`src/rtl/trig_pkg.sv`:
```
// trig_pkg: shared types for the trigger hit scheduler.
//   state_t   - scheduler FSM states (IDLE, VALID, DEAD).
//   hit_rec_t - the record presented downstream: channel index + timestamp.
// REC_CH_W / REC_TS_W set the record field widths. The scheduler's CH_W /
// TS_W parameters default to them; change both together.
package trig_pkg;

  localparam int REC_CH_W = 4;
  localparam int REC_TS_W = 16;

  typedef enum logic [1:0] {
    IDLE  = 2'd0,
    VALID = 2'd1,
    DEAD  = 2'd2
  } state_t;

  typedef struct packed {
    logic [REC_CH_W-1:0] ch;
    logic [REC_TS_W-1:0] ts;
  } hit_rec_t;

endpackage

```
`src/rtl/rr_priority_pick.sv`:
```
// rr_priority_pick: combinational round-robin find-first-set.
//   req   [N]  request vector
//   start [W]  index where the search begins; it wraps from N-1 to 0
//   found      at least one request bit is set
//   idx   [W]  first set bit at or after start (0 when nothing is found)
module rr_priority_pick #(
  parameter int N = 16,
  parameter int W = 4
) (
  input  logic [N-1:0] req,
  input  logic [W-1:0] start,
  output logic         found,
  output logic [W-1:0] idx
);

  logic [W-1:0] j;

  // Scan from the farthest offset down to offset 0. The last hit written
  // is therefore the closest one to start.
  always_comb begin
    found = 1'b0;
    idx   = '0;
    j     = '0;
    for (int i = N - 1; i >= 0; i--) begin
      j = W'((int'(start) + i) % N);
      if (req[j]) begin
        found = 1'b1;
        idx   = j;
      end
    end
  end

endmodule

```
`src/rtl/trig_hit_scheduler.sv`:
```
// trig_hit_scheduler: serialises latched trigger hits from N_CH pulse
// catchers onto one valid/ready stream. Each hit carries a timestamp.
//   clk, rst   clock; asynchronous active-high reset
//   hit_in     latched hit levels. Each stays high until its clr pulse.
//   ch_mask    1 = ignore new captures on that channel
//   enable     global capture enable
//   out_ready  downstream accept
//   out_valid  a record is offered (out_ch, out_ts)
//   clr        one-cycle rearm pulse per catcher, registered from the edge
//   busy       FSM not idle, or a hit is still pending
//   drop_cnt   saturating count of hits lost to pile-up
//
// Handshake: a record transfers on a clock edge where out_valid and
// out_ready are both high. While out_valid is high, out_ch and out_ts stay
// stable, and out_valid does not fall until that transfer happens.
// out_valid does not depend on out_ready.
// After each transfer the FSM waits in DEAD for DEAD_CYC clocks before it
// may grant again.
// Debug: the FSM state is held in the enum signal 'state'.
module trig_hit_scheduler
  import trig_pkg::*;
#(
  parameter int N_CH     = 16,
  parameter int CH_W     = REC_CH_W,
  parameter int TS_W     = REC_TS_W,
  parameter int DEAD_CYC = 8,
  parameter int DROP_W   = 8
) (
  input  logic              clk,
  input  logic              rst,
  input  logic [N_CH-1:0]   hit_in,
  input  logic [N_CH-1:0]   ch_mask,
  input  logic              enable,
  input  logic              out_ready,
  output logic              out_valid,
  output logic [CH_W-1:0]   out_ch,
  output logic [TS_W-1:0]   out_ts,
  output logic [N_CH-1:0]   clr,
  output logic              busy,
  output logic [DROP_W-1:0] drop_cnt
);

  localparam int DC_W  = (DEAD_CYC > 1) ? $clog2(DEAD_CYC) : 1;
  localparam logic [DC_W-1:0] DEAD_LOAD = DC_W'((DEAD_CYC > 0) ? DEAD_CYC - 1 : 0);
  // Wide enough for drop_cnt plus every channel dropping in the same cycle.
  localparam int SUM_W = DROP_W + $clog2(N_CH + 1);

  state_t state, state_nxt;

  logic [N_CH-1:0] hit_d;
  logic [N_CH-1:0] pending, pending_nxt;
  logic [N_CH-1:0] edge_v, grant_vec, cap_vec, drop_vec;
  logic [TS_W-1:0] ts_cnt;
  logic [TS_W-1:0] ts_q [N_CH];
  logic [CH_W-1:0] rr_ptr, pick_idx;
  logic            pick_found, grant, accept;
  logic [DC_W-1:0] dead_cnt;
  hit_rec_t        out_rec;
  logic [SUM_W-1:0]  drop_sum;
  logic [DROP_W-1:0] drop_nxt;

  rr_priority_pick #(.N(N_CH), .W(CH_W)) u_pick (
    .req   (pending),
    .start (rr_ptr),
    .found (pick_found),
    .idx   (pick_idx)
  );

  // ---------------- capture stage ----------------
  always_comb begin
    edge_v    = enable ? (hit_in & ~hit_d & ~ch_mask) : '0;
    grant     = (state == IDLE) && pick_found;
    accept    = (state == VALID) && out_ready;
    grant_vec = grant ? (N_CH'(1) << pick_idx) : '0;
    // A channel that is being granted this cycle counts as free.
    // So a new edge on it becomes a fresh capture, not a drop.
    cap_vec     = edge_v & (~pending | grant_vec);
    drop_vec    = edge_v & pending & ~grant_vec;
    pending_nxt = (pending & ~grant_vec) | cap_vec;
    drop_sum    = SUM_W'(drop_cnt) + SUM_W'($countones(drop_vec));
    drop_nxt    = (drop_sum > SUM_W'({DROP_W{1'b1}})) ? '1 : drop_sum[DROP_W-1:0];
  end

  always_ff @(posedge clk or posedge rst) begin
    if (rst) begin
      ts_cnt   <= '0;
      hit_d    <= '0;
      pending  <= '0;
      clr      <= '0;
      drop_cnt <= '0;
      for (int c = 0; c < N_CH; c++) ts_q[c] <= '0;
    end else begin
      ts_cnt   <= ts_cnt + 1'b1;
      hit_d    <= hit_in;
      pending  <= pending_nxt;
      clr      <= edge_v;     // rearm even when the hit was dropped
      drop_cnt <= drop_nxt;
      for (int c = 0; c < N_CH; c++) begin
        if (cap_vec[c]) ts_q[c] <= ts_cnt;
      end
    end
  end

  // ---------------- record, pointer and deadtime ----------------
  always_ff @(posedge clk or posedge rst) begin
    if (rst) begin
      out_rec  <= '0;
      rr_ptr   <= '0;
      dead_cnt <= '0;
    end else begin
      if (grant) begin
        out_rec.ch <= REC_CH_W'(pick_idx);
        out_rec.ts <= REC_TS_W'(ts_q[pick_idx]);
      end
      if (accept) begin
        rr_ptr <= (out_ch == CH_W'(N_CH - 1)) ? '0 : out_ch + 1'b1;
      end
      if (accept) begin
        dead_cnt <= DEAD_LOAD;
      end else if ((state == DEAD) && (dead_cnt != '0)) begin
        dead_cnt <= dead_cnt - 1'b1;
      end
    end
  end

  assign out_ch = CH_W'(out_rec.ch);
  assign out_ts = TS_W'(out_rec.ts);

  // ---------------- FSM ----------------
  always_ff @(posedge clk or posedge rst) begin
    if (rst) state <= IDLE;
    else     state <= state_nxt;
  end

  always_comb begin
    state_nxt = state;
    case (state)
      IDLE:    if (pick_found) state_nxt = VALID;
      VALID:   if (out_ready) state_nxt = (DEAD_CYC == 0) ? IDLE : DEAD;
      DEAD:    if (dead_cnt == '0) state_nxt = IDLE;
      default: state_nxt = IDLE;
    endcase
  end

  always_comb begin
    out_valid = (state == VALID);
    busy      = (state != IDLE) || (|pending);
  end

endmodule
```
`config.mk`:
```
export PLATFORM = sky130hd
export DESIGN_NAME = trig_hit_scheduler
export DESIGN_NICKNAME = d
export VERILOG_FILES = /design/src/rtl/trig_pkg.sv /design/src/rtl/rr_priority_pick.sv /design/src/rtl/trig_hit_scheduler.sv
export SDC_FILE = /design/constraint.sdc
export NUM_CORES = 1
export LEC_CHECK = 0
export CELL_PAD_IN_SITES_DETAIL_PLACEMENT = 0
export CELL_PAD_IN_SITES_GLOBAL_PLACEMENT = 1
export CORE_MARGIN = 4
export CORE_UTILIZATION = 50
export CTS_BUF_LIST = sky130_fd_sc_hd__clkbuf_4
export CTS_CLUSTER_SIZE = 10
export DETAILED_ROUTE_END_ITERATION = 10
export PLACE_DENSITY_LB_ADDON = 0.1
export SLEW_MARGIN = 20
export SYNTH_ARGS = -nofsm -noshare
export SYNTH_HDL_FRONTEND = slang
export SYNTH_SLANG_ARGS = --single-unit
```
`constraint.sdc`:
```
create_clock -name clk -period 18.45 [get_ports clk]
set_clock_uncertainty 0.15 [all_clocks]
set_input_delay 1.845 -clock clk [delete_from_list [all_inputs] [get_ports clk]]
set_output_delay 1.845 -clock clk [all_outputs]
set_load 0.01 [all_outputs]
```
==> impl_metrics.ini, run 1 <==
[logic_synthesis]
synth_edf_count = 0
synthesis.area_sq_mm = 0.01972
async_reset_ff_share_pct = 100.0
yosys.cell_types.count = 90
yosys_warnings = 0
ys_seq_elements = 357
synth_nets = 1640
synthFlopType = dfrtp_1
seq_area_frac_synth_pct = 45.31
synth.avg_cell_area_sq_um = 12.53
synthCells = 1573

[setup_path]
cp.arrival_ns = 10.01
crit_path_end_kind = flop
cp-start-kind = flop
required_ns = 18.92
crit_path_top_delay_cell = mux4_2
slowest_delay_ns = 0.60
crit_type = reg -> reg
critPathMaxFanout = 38
crit_path_frequent_cell = fa_1

[clock_network]
htreeDepth = 3
cts_tree = built
cts.sinks = 357
cts.clk_slew.worst_paths_ns = 0.06
cts_inserted_buffers = 97
post_cts_buffers = 0
cts_root_buf = clkbuf_4
insertion_delay_ns = 0.78
clockBufferDepth = 3
cts_resized = 0
hold_buffers = 0

[status]
status = finished, final reports clean

[sta]
worst_slew_margin_rel_pct = 23.25
period_share_pct = 51.71
worst_slew_pin_slew_ns = 1.151
finalSetupTns_ns = 0
hold_viol = 0
maxSlewViolCount = 0
setup-violations-final = 0
clock.fmax_mhz = 104.8
period_minus_slack_ns = 9.540
rsz0062_at_grt = no

[routing]
num_vias = 13390
drc = 0
wl_per_cell_um = 23.36
drt_iter0_drc = 802
drt_first_pass_iters = 6
routed_wl_um = 52790
avgViaCountPerCell = 5.923
ant_nets = 0

[placed_design]
place.port_buffers = 81
hpwlAfterDp_um = 33260
place.gp.congestion = 0.8981

[layout]
fin_nets = 1732
fill_cells = 3355
final_common_cell = dfrtp_1
area_delta_synth_final_pct = 11.85
mostFrequentLayoutCells = dfrtp_1, mux2i_1, clkbuf_4
drive_gt1_share_pct = 27.24

[floorplanning]
rows = 72
die_y_um = 206.6
die_area_sq_mm = 0.04267
start_util_pct = 50.78
ios = 82
die_x_um = 206.6
core_sq_mm = 0.03883

[global_routing]
grtUsageTotal_pct = 25.16
overflow = 0
grt_pass1_vias = 13810
grt_first_pass_wirelength_um = 82300
antenna_found_initial = 1
grt_max_degree = 189

[worst_hold_path]
hold_path.class = reg -> reg

[flow_run]
drv_cap = 0
## flip-flops by register name (all words and copies together) (netlist names)
signal    count
ts_q        256
clr          16
hit_d        16
out_ts       16
pending      16
ts_cnt       16
drop_cnt      8
out_ch        4
rr_ptr        4
dead_cnt      3
state         2
## stage by stage
stage | worst slack, ns | hold WS [ns] | utilization, % | instance area (sq um) | cells
2_1_floorplan | 6.550 | 0.2570 | - | 19720 | 1573
4_1_cts | 8.899 | 0.3154 | 56.70 | 22010 | 2257
3_5_place_dp | 8.900 | 0.3075 | 53.47 | 20760 | 2083
5_1_grt | 8.213 | 0.3493 | 56.80 | 22050 | 2260
6_report | 8.910 | 0.3171 | 56.80 | 22050 | 2260
3_3_place_gp | 9.001 | 0.2861 | 53.47 | 20760 | 2083
## logic make-up (layout without fill, tap and decap cells)
kind of cell             Yosys count  in the layout  synth area share (%)
other                              0              2                     0
flip-flops                       357            357                 45.31
AND/OR/NAND/NOR                  309            309                 8.199
buffers and inverters            167            334                 4.442
AO/OA/AOI/OAI                    192            192                 8.364
XOR/XNOR                          32             32                 1.498
adder cells (fa/ha/maj)           31             31                 2.424
multiplexers                     485            485                 29.76
## cells in the mapped netlist, drive strengths merged (3+ instances only)
master	number	area, sq um
nand4	7	43.79
inv	49	183.9
nor3	12	65.06
a222oi	3	30.03
buf	67	500.5
o22ai	18	112.6
o211ai	18	135.1
a32oi	15	131.4
o311ai	3	26.28
dfrtp	357	8934
o41ai	9	168.9
mux2i	182	1833
ha	19	237.7
clkbuf	51	191.4
a22oi	4	30.03
nor2b	12	75.07
a21oi	15	75.07
a211oi	3	27.52
o21ai	31	196.5
a21o	4	30.03
and4	3	26.28
nor2	63	236.5
xor2	10	95.10
xnor2	22	200.2
nand3	27	140.1
a31oi	5	31.28
nor4	6	71.32
nand2	111	439.2
o32ai	3	45.05
a221oi	6	52.55
o2111a	4	45.04
o2111ai	3	26.28
a221o	15	150.1
a22o	3	26.28
or2	8	52.56
mux4	32	720.7
mux2	271	3314
nor4bb	10	100.1
and3	8	55.05
fa	12	240.2
or3	5	31.28
nand2b	22	137.6
and2	4	25.02
nand4bb	6	67.56
a2111oi	6	72.57
## critical path, delay by kind of cell, from the launching register on
| family | cells | cell delay (ns) |
|---|---|---|
| flops | 1 | 0.32 |
| simple gates | 9 | 1.65 |
| fa+ha+maj | 7 | 2.97 |
| compound gates | 5 | 1.06 |
| mux | 3 | 1.25 |
| buf+inv | 8 | 1.99 |
## area by class of cell
class,instances,area (sq um),area share (%)
Clock inverter,14,52.55,0.2383
Tap cell,518,648.1,2.939
Multi-Input combinational cell,1049,9951,45.12
Inverter,49,191.4,0.8681
Sequential cell,357,8935,40.52
Timing Repair Buffer,111,1069,4.845
Clock buffer,160,1201,5.447
Antenna cell,2,5.005,0.02270
## path summary, 6_finish.rpt
check	startpoint	end	slack (ns)	cells past startpoint
min in group asynchronous	rst	ts_q[123]$_DFFE_PP0P_	1.44	2
worst max register to register	rr_ptr[1]$_DFFE_PP0P_	drop_cnt[2]$_DFF_PP0_	8.91	32
max in group asynchronous	rst	rr_ptr[0]$_DFFE_PP0P_	15.22	3
worst min register to register	hit_d[13]$_DFF_PP0_	clr[13]$_DFF_PP0_	0.32	1
worst max-delay path	rr_ptr[1]$_DFFE_PP0P_	drop_cnt[2]$_DFF_PP0_	8.91	32
worst min-delay path	hit_d[13]$_DFF_PP0_	clr[13]$_DFF_PP0_	0.32	1
## layer usage
metal / GRT usage (%) / vias to the layer above / share of wire [%]
li1: - / 6018 / -
met1: 33.81 / 6859 / 43
met2: 41.36 / 408 / 49
met3: 4.562 / 102 / 5.3
met4: 8.840 / 0 / 2.6
met5: 0 / - / 0
Power of run 1 is left out: the tool's default activity adds up to more than one toggle a clock period on the data nets, which glitch-free logic cannot reach.
==> run 2: changes to the inputs <==
clock period = 9.77 ns   (was 18.45 ns; I/O delays follow)
==> run 2 against run 1 <==
Net effect:
- maximum frequency up 7.1%
- highest routed layer unchanged
- critical path depth fell by 3
- flip-flop and latch count is the same
- routed wire length up 2.5%
- setup slack worse by 8.0 ns
- utilization shrank 0.14 points
- worst hold slack lost 0.0069 ns
==> impl_metrics.ini, run 2 (synthesis gave the netlist of run 1 again) <==
[layout]
top_register = ts_q
area_delta_synth_final_pct = 11.57
fill_cells = 3282
largest_reg_flops = 256
final_common_cell = dfrtp_1
mostFrequentLayoutCells = dfrtp_1, mux2i_1, clkbuf_4
drive_gt1_share_pct = 27.12
fin_nets = 1740

[setup_path]
rr_endpoint = drop_cnt[2]$_DFF_PP0_
crit_type = reg -> reg
startpoint = rr_ptr[0]$_DFFE_PP0P_
critPathMaxFanout = 38
reg2reg_slack_ns = 0.87
setup.worst_path.end = drop_cnt[2]$_DFF_PP0_
reg2regPathDepth = 29
crit_path_top_delay_cell = o31a_1
cp-start-kind = flop
cp.arrival_ns = 9.41
crit_path_end_kind = flop
r2r_start = rr_ptr[0]$_DFFE_PP0P_
required_ns = 10.27
slowest_delay_ns = 0.63
crit_path_frequent_cell = fa_1

[floorplanning]
ios = 82
die_area_sq_mm = 0.04267
rows = 72
start_util_pct = 50.78
die_y_um = 206.6
core_sq_mm = 0.03883
die_x_um = 206.6

[clock_network]
cts_root_buf = clkbuf_4
post_cts_buffers = 0
cts_tree = built
cts_inserted_buffers = 94
htreeDepth = 3
insertion_delay_ns = 0.79
hold_buffers = 0
cts.sinks = 357
cts.clk_slew.worst_paths_ns = 0.06
cts_resized = 0
clockBufferDepth = 3

[global_routing]
antenna_found_initial = 1
grt_max_degree = 159
overflow = 0
grtUsageTotal_pct = 25.84
grt_pass1_vias = 13800
grt_first_pass_wirelength_um = 83730

[routing]
drt_first_pass_iters = 5
wl_per_cell_um = 24.03
routed_wl_um = 54140
drt_iter0_drc = 795
drc = 0
ant_nets = 0
avgViaCountPerCell = 5.939
num_vias = 13380

[placed_design]
place.gp.congestion = 0.9256
place.port_buffers = 81
hpwlAfterDp_um = 34730

[sta]
worst_slew_pin_slew_ns = 1.133
period_share_pct = 91.14
setup-violations-final = 0
clock.fmax_mhz = 112.3
finalSetupTns_ns = 0
maxSlewViolCount = 0
worst_slew_margin_rel_pct = 24.44
period_minus_slack_ns = 8.905
hold_viol = 0
timing.hold.ws_ns = 0.3102
rsz0062_at_grt = no

[worst_hold_path]
hold_path.class = reg -> reg

[status]
status = finished, final reports clean

[flow_run]
drv_cap = 0
==> run 2: worst min path at each step <==
stage,startpoint,endpoint,cells past startpoint
detailed placement,hit_d[13]$_DFF_PP0_,clr[13]$_DFF_PP0_,1
CTS,hit_d[13]$_DFF_PP0_,clr[13]$_DFF_PP0_,1
global route,ts_q[32]$_DFFE_PP0P_,ts_q[32]$_DFFE_PP0P_,1
global placement,hit_d[13]$_DFF_PP0_,clr[13]$_DFF_PP0_,1
finish,hit_d[13]$_DFF_PP0_,clr[13]$_DFF_PP0_,1
floorplan,hit_d[13]$_DFF_PP0_,clr[13]$_DFF_PP0_,1
==> run 2: metal layers <==
metal	up-vias	global-route usage [%]	wire [um]
li1	6005	-	-
met1	6877	36.09	24400
met2	402	41.25	25510
met3	96	4.656	2866
met4	0	8.531	1355
met5	-	0	0
==> run 2: critical path, delay by kind of cell (launching register included) <==
| family | cells | cell delay, ns |
|---|---|---|
| simple gates | 7 | 1.12 |
| fa+ha+maj | 6 | 2.35 |
| flops | 1 | 0.41 |
| buf+inv | 7 | 1.37 |
| compound gates | 6 | 2.11 |
| mux | 3 | 1.23 |
==> run 2: cell type report <==
type	count	area [sq um]	share of cell area, %
Tap cell	518	648.1	2.946
Antenna cell	2	5.005	0.02275
Sequential cell	357	8935	40.62
Timing Repair Buffer	122	1131	5.142
Clock inverter	17	101.3	0.4607
Inverter	49	187.7	0.8532
Clock buffer	139	1044	4.744
Multi-Input combinational cell	1049	9946	45.21
==> run 2: stage by stage <==
stage                     instance area, sq um  util [%]  setup WS (ns)  std cells
after floorplan                          19720         -          1.490       1573
after global placement                   20850     53.69          1.010       2095
after detailed placement                 20850     53.69         0.9925       2095
after CTS                                21990     56.64         0.9999       2251
after global routing                     22000     56.65         0.4747       2253
final                                    22000     56.65         0.8653       2253
Power of run 2 is left out for the same reason.
==> run 3: changes to the inputs <==
ABC_AREA = 1   (was unset)
CORE_UTILIZATION = 47   (was 50)
==> run 3 against run 2 <==
Net effect:
- critical path depth up 5
- first-iteration DRC count up 70%
- utilization down 3.7 points
- critical path type unchanged
- highest routed layer unchanged
==> impl_metrics.ini, run 3 <==
[setup_path]
cp-start-kind = flop
required_ns = 10.30
crit_path_top_delay_cell = dfrtp_1
crit_type = reg -> reg
critical-path-top-delay-family = adder cells
slowest_delay_ns = 0.76
cp_num_buf_inv = 8
cp.arrival_ns = 9.46
crit_path_end_kind = flop
critPathMaxFanout = 30

[floorplanning]
ios = 82
rows = 72
core_sq_mm = 0.03856
die_area_sq_mm = 0.04220
start_util_pct = 47.51
die_y_um = 205.4
die_x_um = 205.4

[logic_synthesis]
yosys_warnings = 0
synthCells = 2343
synth_nets = 2410
ys_seq_elements = 357
synth_edf_count = 0
yosysMostFrequentCell = nand2_1
async_reset_ff_share_pct = 100.0
synth.avg_cell_area_sq_um = 7.818
seq_area_frac_synth_pct = 48.77
yosysTopAreaCell = dfrtp_1
yosys.cell_types.count = 42
synthesis.area_sq_mm = 0.01832
synth_area_leaders = dfrtp_1, nand2_1, nand3_1
synth_top_area_share_pct = 48.77
synthFlopType = dfrtp_1
synthTopCellsByCount = nand2_1, dfrtp_1, nand3_1

[clock_network]
cts.clk_slew.worst_paths_ns = 0.06
cts_tree = built
cts_inserted_buffers = 97
insertion_delay_ns = 0.77
clockBufferDepth = 3
cts_resized = 0
cts_root_buf = clkbuf_4
post_cts_buffers = 0
htreeDepth = 3
hold_buffers = 0
cts.sinks = 357

[global_routing]
overflow = 0
grt_max_degree = 88
grt_first_pass_wirelength_um = 88110
grtUsageTotal_pct = 26.70
antenna_found_initial = 1
grt_pass1_vias = 15840

[layout]
top_register = ts_q
drive_gt1_share_pct = 10.87
final_common_cell = nand2_1
largest_reg_flops = 256
mostFrequentLayoutCells = nand2_1, dfrtp_1, nand3_1
area_delta_synth_final_pct = 11.44
fin_nets = 2467

[flow_run]
drv_cap = 0

[sta]
worst_slew_pin_slew_ns = 1.124
hold_viol = 0
period_minus_slack_ns = 8.927
setup-violations-final = 0
maxSlewViolCount = 0
rsz0062_at_grt = no
clock.fmax_mhz = 112.0
period_share_pct = 91.37
finalSetupTns_ns = 0
worst_slew_margin_rel_pct = 25.06

[worst_hold_path]
hold_path.class = reg -> reg

[routing]
ant_nets = 0
drc = 0
num_vias = 16010
avgViaCountPerCell = 5.364
drt_iter0_drc = 1349
routed_wl_um = 55500
wl_per_cell_um = 18.59
drt_first_pass_iters = 8

[status]
status = finished, final reports clean

[placed_design]
hpwlAfterDp_um = 33800
place.gp.congestion = 0.8911
place.port_buffers = 81
==> run 3: cell count changes after synthesis, sizes merged, moves of 40 or more <==
cell   previous run  this run
nand2           111       965
inv              49       104
buf              67       107
mux2            271         0
nand3            27       304
o21ai            31       283
mux2i           182         0
==> run 3: per-stage QoR <==
stage	util [%]	area (sq um)	instances	setup slack (ns)	hold WS, ns
CTS	52.88	20390	2983	0.9093	0.3331
detailed placement	49.73	19170	2818	0.9686	0.3189
global placement	49.73	19170	2818	1.134	0.3146
global route	52.94	20410	2985	0.03878	0.3162
floorplan	-	18320	2343	2.632	0.3053
finish	52.94	20410	2985	0.8429	0.3244
==> run 3: worst register-to-register path: cells and delay by family, from the launching register on <==
family | cells | cell delay [ns]
AO/OA/AOI/OAI | 3 | 0.48
AND/OR/NAND/NOR | 16 | 2.45
flip-flops | 1 | 0.76
adder cells (fa/ha/maj) | 7 | 3.25
buffers and inverters | 8 | 1.74
==> run 3: per-layer routing <==
metal  vias up  share of wire [%]  GRT usage (%)
met2       521                 46          42.48
met1      7643                 45          36.70
met3        94                7.5          5.816
met5         -                  0              0
li1       7754                  -              -
met4         0                2.1          8.589
==> run 3: area by class of cell <==
cell class                      count  area, sq um
Antenna cell                        1        2.502
Clock buffer                      151         1134
Clock inverter                     14        83.83
Fill cell                        3910        18140
Inverter                          108        411.6
Multi-Input combinational cell   1735         8227
Sequential cell                   357         8934
Tap cell                          518        648.1
Timing Repair Buffer              101        973.4
==> run 3: logic make-up (layout without fill, tap and decap cells) <==
| logic type | after synthesis | count (layout) | share of synthesized area [%] |
|---|---|---|---|
| compound gates | 331 | 331 | 9.945 |
| simple gates | 1347 | 1347 | 30.87 |
| flops | 357 | 357 | 48.77 |
| other cells | 0 | 1 | 0 |
| buf+inv | 251 | 374 | 6.441 |
| xor+xnor | 26 | 26 | 1.366 |
| fa+ha+maj | 31 | 31 | 2.609 |
==> run 3: path summary, 6_finish.rpt <==
kind	cells past startpoint	to	slack, ns	start
min	2	out_ts[2]$_DFFE_PP0P_	0.32	out_ts[2]$_DFFE_PP0P_
min in group asynchronous	2	drop_cnt[5]$_DFF_PP0_	0.37	rst
min reg2reg	2	out_ts[2]$_DFFE_PP0P_	0.32	out_ts[2]$_DFFE_PP0P_
max in group asynchronous	5	ts_q[217]$_DFFE_PP0P_	7.06	rst
max	34	drop_cnt[2]$_DFF_PP0_	0.84	rr_ptr[0]$_DFFE_PP0P_
max reg2reg	34	drop_cnt[2]$_DFF_PP0_	0.84	rr_ptr[0]$_DFFE_PP0P_
Power of run 3 is left out for the same reason.
==> variant (config.mk and constraints of run 3) <==
Re-encode `state_t` (3 states) as one-hot, 3 bits wide.
--- a/src/rtl/trig_pkg.sv
+++ b/src/rtl/trig_pkg.sv
@@ -10,6 +10,6 @@
 
-  typedef enum logic [1:0] {
-    IDLE  = 2'd0,
-    VALID = 2'd1,
-    DEAD  = 2'd2
+  typedef enum logic [2:0] {
+    IDLE  = 3'b001,
+    VALID = 3'b010,
+    DEAD  = 3'b100
   } state_t;
Function: no difference found for any inputs over 4 cycles, from zero or initial values and one cycle with rst high; so few cycles prove little.
==> variant against run 3 <==
Wire length is 6.4% higher; critical endpoint unchanged; cell count rose by 2.9%; area after synthesis rose by 2.7%; sequential cell count rose by 1; cell area up 2.3%; worst setup slack improved by 520 ps; largest cell class unchanged.
Power is not shown: default switching activity piles up to over one toggle a cycle in this logic, so the estimate is an artifact.
==> variant: results (changes against run 3) <==
global_routing:
  grt_pass1_vias: 16115  # +1.7%
  grt_pass1_wl_mm: 93.7  # +6.4%
  grt_use_met2_pct: 41.6  # -0.93 points
  grt_usage_pct: 27.3  # +0.57 points
  use_met3_pct: 5.43  # -0.39 points
  grtUsageMet1_pct: 40.5  # +3.8 points
  grt_max_degree: 87  # -1.1%
  antenna_found_initial: 2  # +1
setup_path:
  path_max_fanout: 30  # unchanged
  rr_worst_depth: 37  # +8.8%
  rrSetupSlack_ps: 1360  # +520 ps
  slowest_delay_ps: 590  # -170 ps
  crit_path_top_delay_cell: "fa_1"
  endpoint: "drop_cnt[2]$_DFF_PP0_"
  arrival_ps: 8980  # -480 ps
cells_and_area:
  regMostFlops: "ts_q"
  final.fill_count: 4000  # +2.3%
  nets: 2533  # +2.7%
  drive_gt1_share_pct: 11.7  # +0.81 points
logic_synthesis:
  synth_cell_types: 46  # +9.5%
  synth_common_cells: "nand2_1, nand3_1, dfrtp_1, o21ai_1, inv_1"
  avgSynthCellArea_um2: 7.78  # -0.49%
  seq_area_frac_synth_pct: 47.7  # -1.1 points
  ys_top_cells_by_area: "dfrtp_1, nand2_1, nand3_1"
  muxShareOfSynthArea_pct: 0  # unchanged
  synthXorXnorAreaFrac_pct: 1.32  # -0.042 points
  synth-compound-area-share_pct: 7.83  # -2.1 points
  synth_fa_ha_area_share_pct: 2.54  # -0.067 points
worst_hold_path:
  min_path_cells: 2  # unchanged
  min-delay-start: "ts_q[83]$_DFFE_PP0P_"
  hold-path-endpoint: "ts_q[83]$_DFFE_PP0P_"
route:
  wirelength_mm: 59.0  # +6.4%
  routed_via_density: 5.45  # +1.5%
  first_iter_violations: 1560  # +16%
  dr.pass1.iters: 6  # -2
outcome:
  status: "completed"
placement:
  gp_congestion: 0.864  # -3.0%
  place.detailed.hpwl_mm: 37.4  # +11%
  preCtsSetupSlack_ps: 1470  # +501 ps
sta:
  fmax_ghz: 0.119  # +6.1%
  slew_headroom_pct: 28.7  # +3.7 points
  hold_slack_ps: 321  # -3.79 ps
  final_hold_viol_count: 0  # unchanged
clocking:
  cts_buffers: 98  # +1.0%
  clk_latency_ps: 800  # +30 ps
variant: cell count changes in the layout (fill, tap and decap cells not counted), sizes merged, moves of 4 or more:
cell	delta
nor2	+6
nand4	+4
nand2	+33
or2	-5
nand3	+84
inv	+6
clkinv	+10
o21ai	-80
buf	+12
variant: routing by layer:
layer	wire (µm)	vias to the layer above
met4	944	0
met5	0	-
met3	4610	89
met1	27100	8042
li1	-	7981
met2	26300	615
variant: cell families after synthesis:
group                    after synthesis
XOR/XNOR                              25
buffers and inverters                275
AO/OA/AOI/OAI                        257
AND/OR/NAND/NOR                     1471
flip-flops                           358
adder cells (fa/ha/maj)               31
variant: per-stage QoR:
| step | cells | cell area [µm²] | util (%) |
|---|---|---|---|
| 2_1_floorplan | 2417 | 18800 | - |
| 3_3_place_gp | 2891 | 19600 | 49.5 |
| 3_5_place_dp | 2891 | 19600 | 49.5 |
| 4_1_cts | 3068 | 20900 | 52.7 |
| 5_1_grt | 3071 | 20900 | 52.7 |
| 6_report | 3071 | 20900 | 52.7 |
variant: cell type report:
type / instances / share of cell area [%]
Clock buffer: 149 / 5.36
Inverter: 111 / 2.05
Sequential cell: 358 / 42.9
Multi-Input combinational cell: 1784 / 40.9
Tap cell: 525 / 3.14
Clock inverter: 28 / 0.557
Timing Repair Buffer: 113 / 5.05
Antenna cell: 3 / 0.0359
variant: worst max-delay path, delay by kind of cell (launching register included):
family                   cells  cell delay [ps]
adder cells (fa/ha/maj)      7             3210
flip-flops                   1              380
AO/OA/AOI/OAI                4              510
buffers and inverters        9             1680
AND/OR/NAND/NOR             17             2390
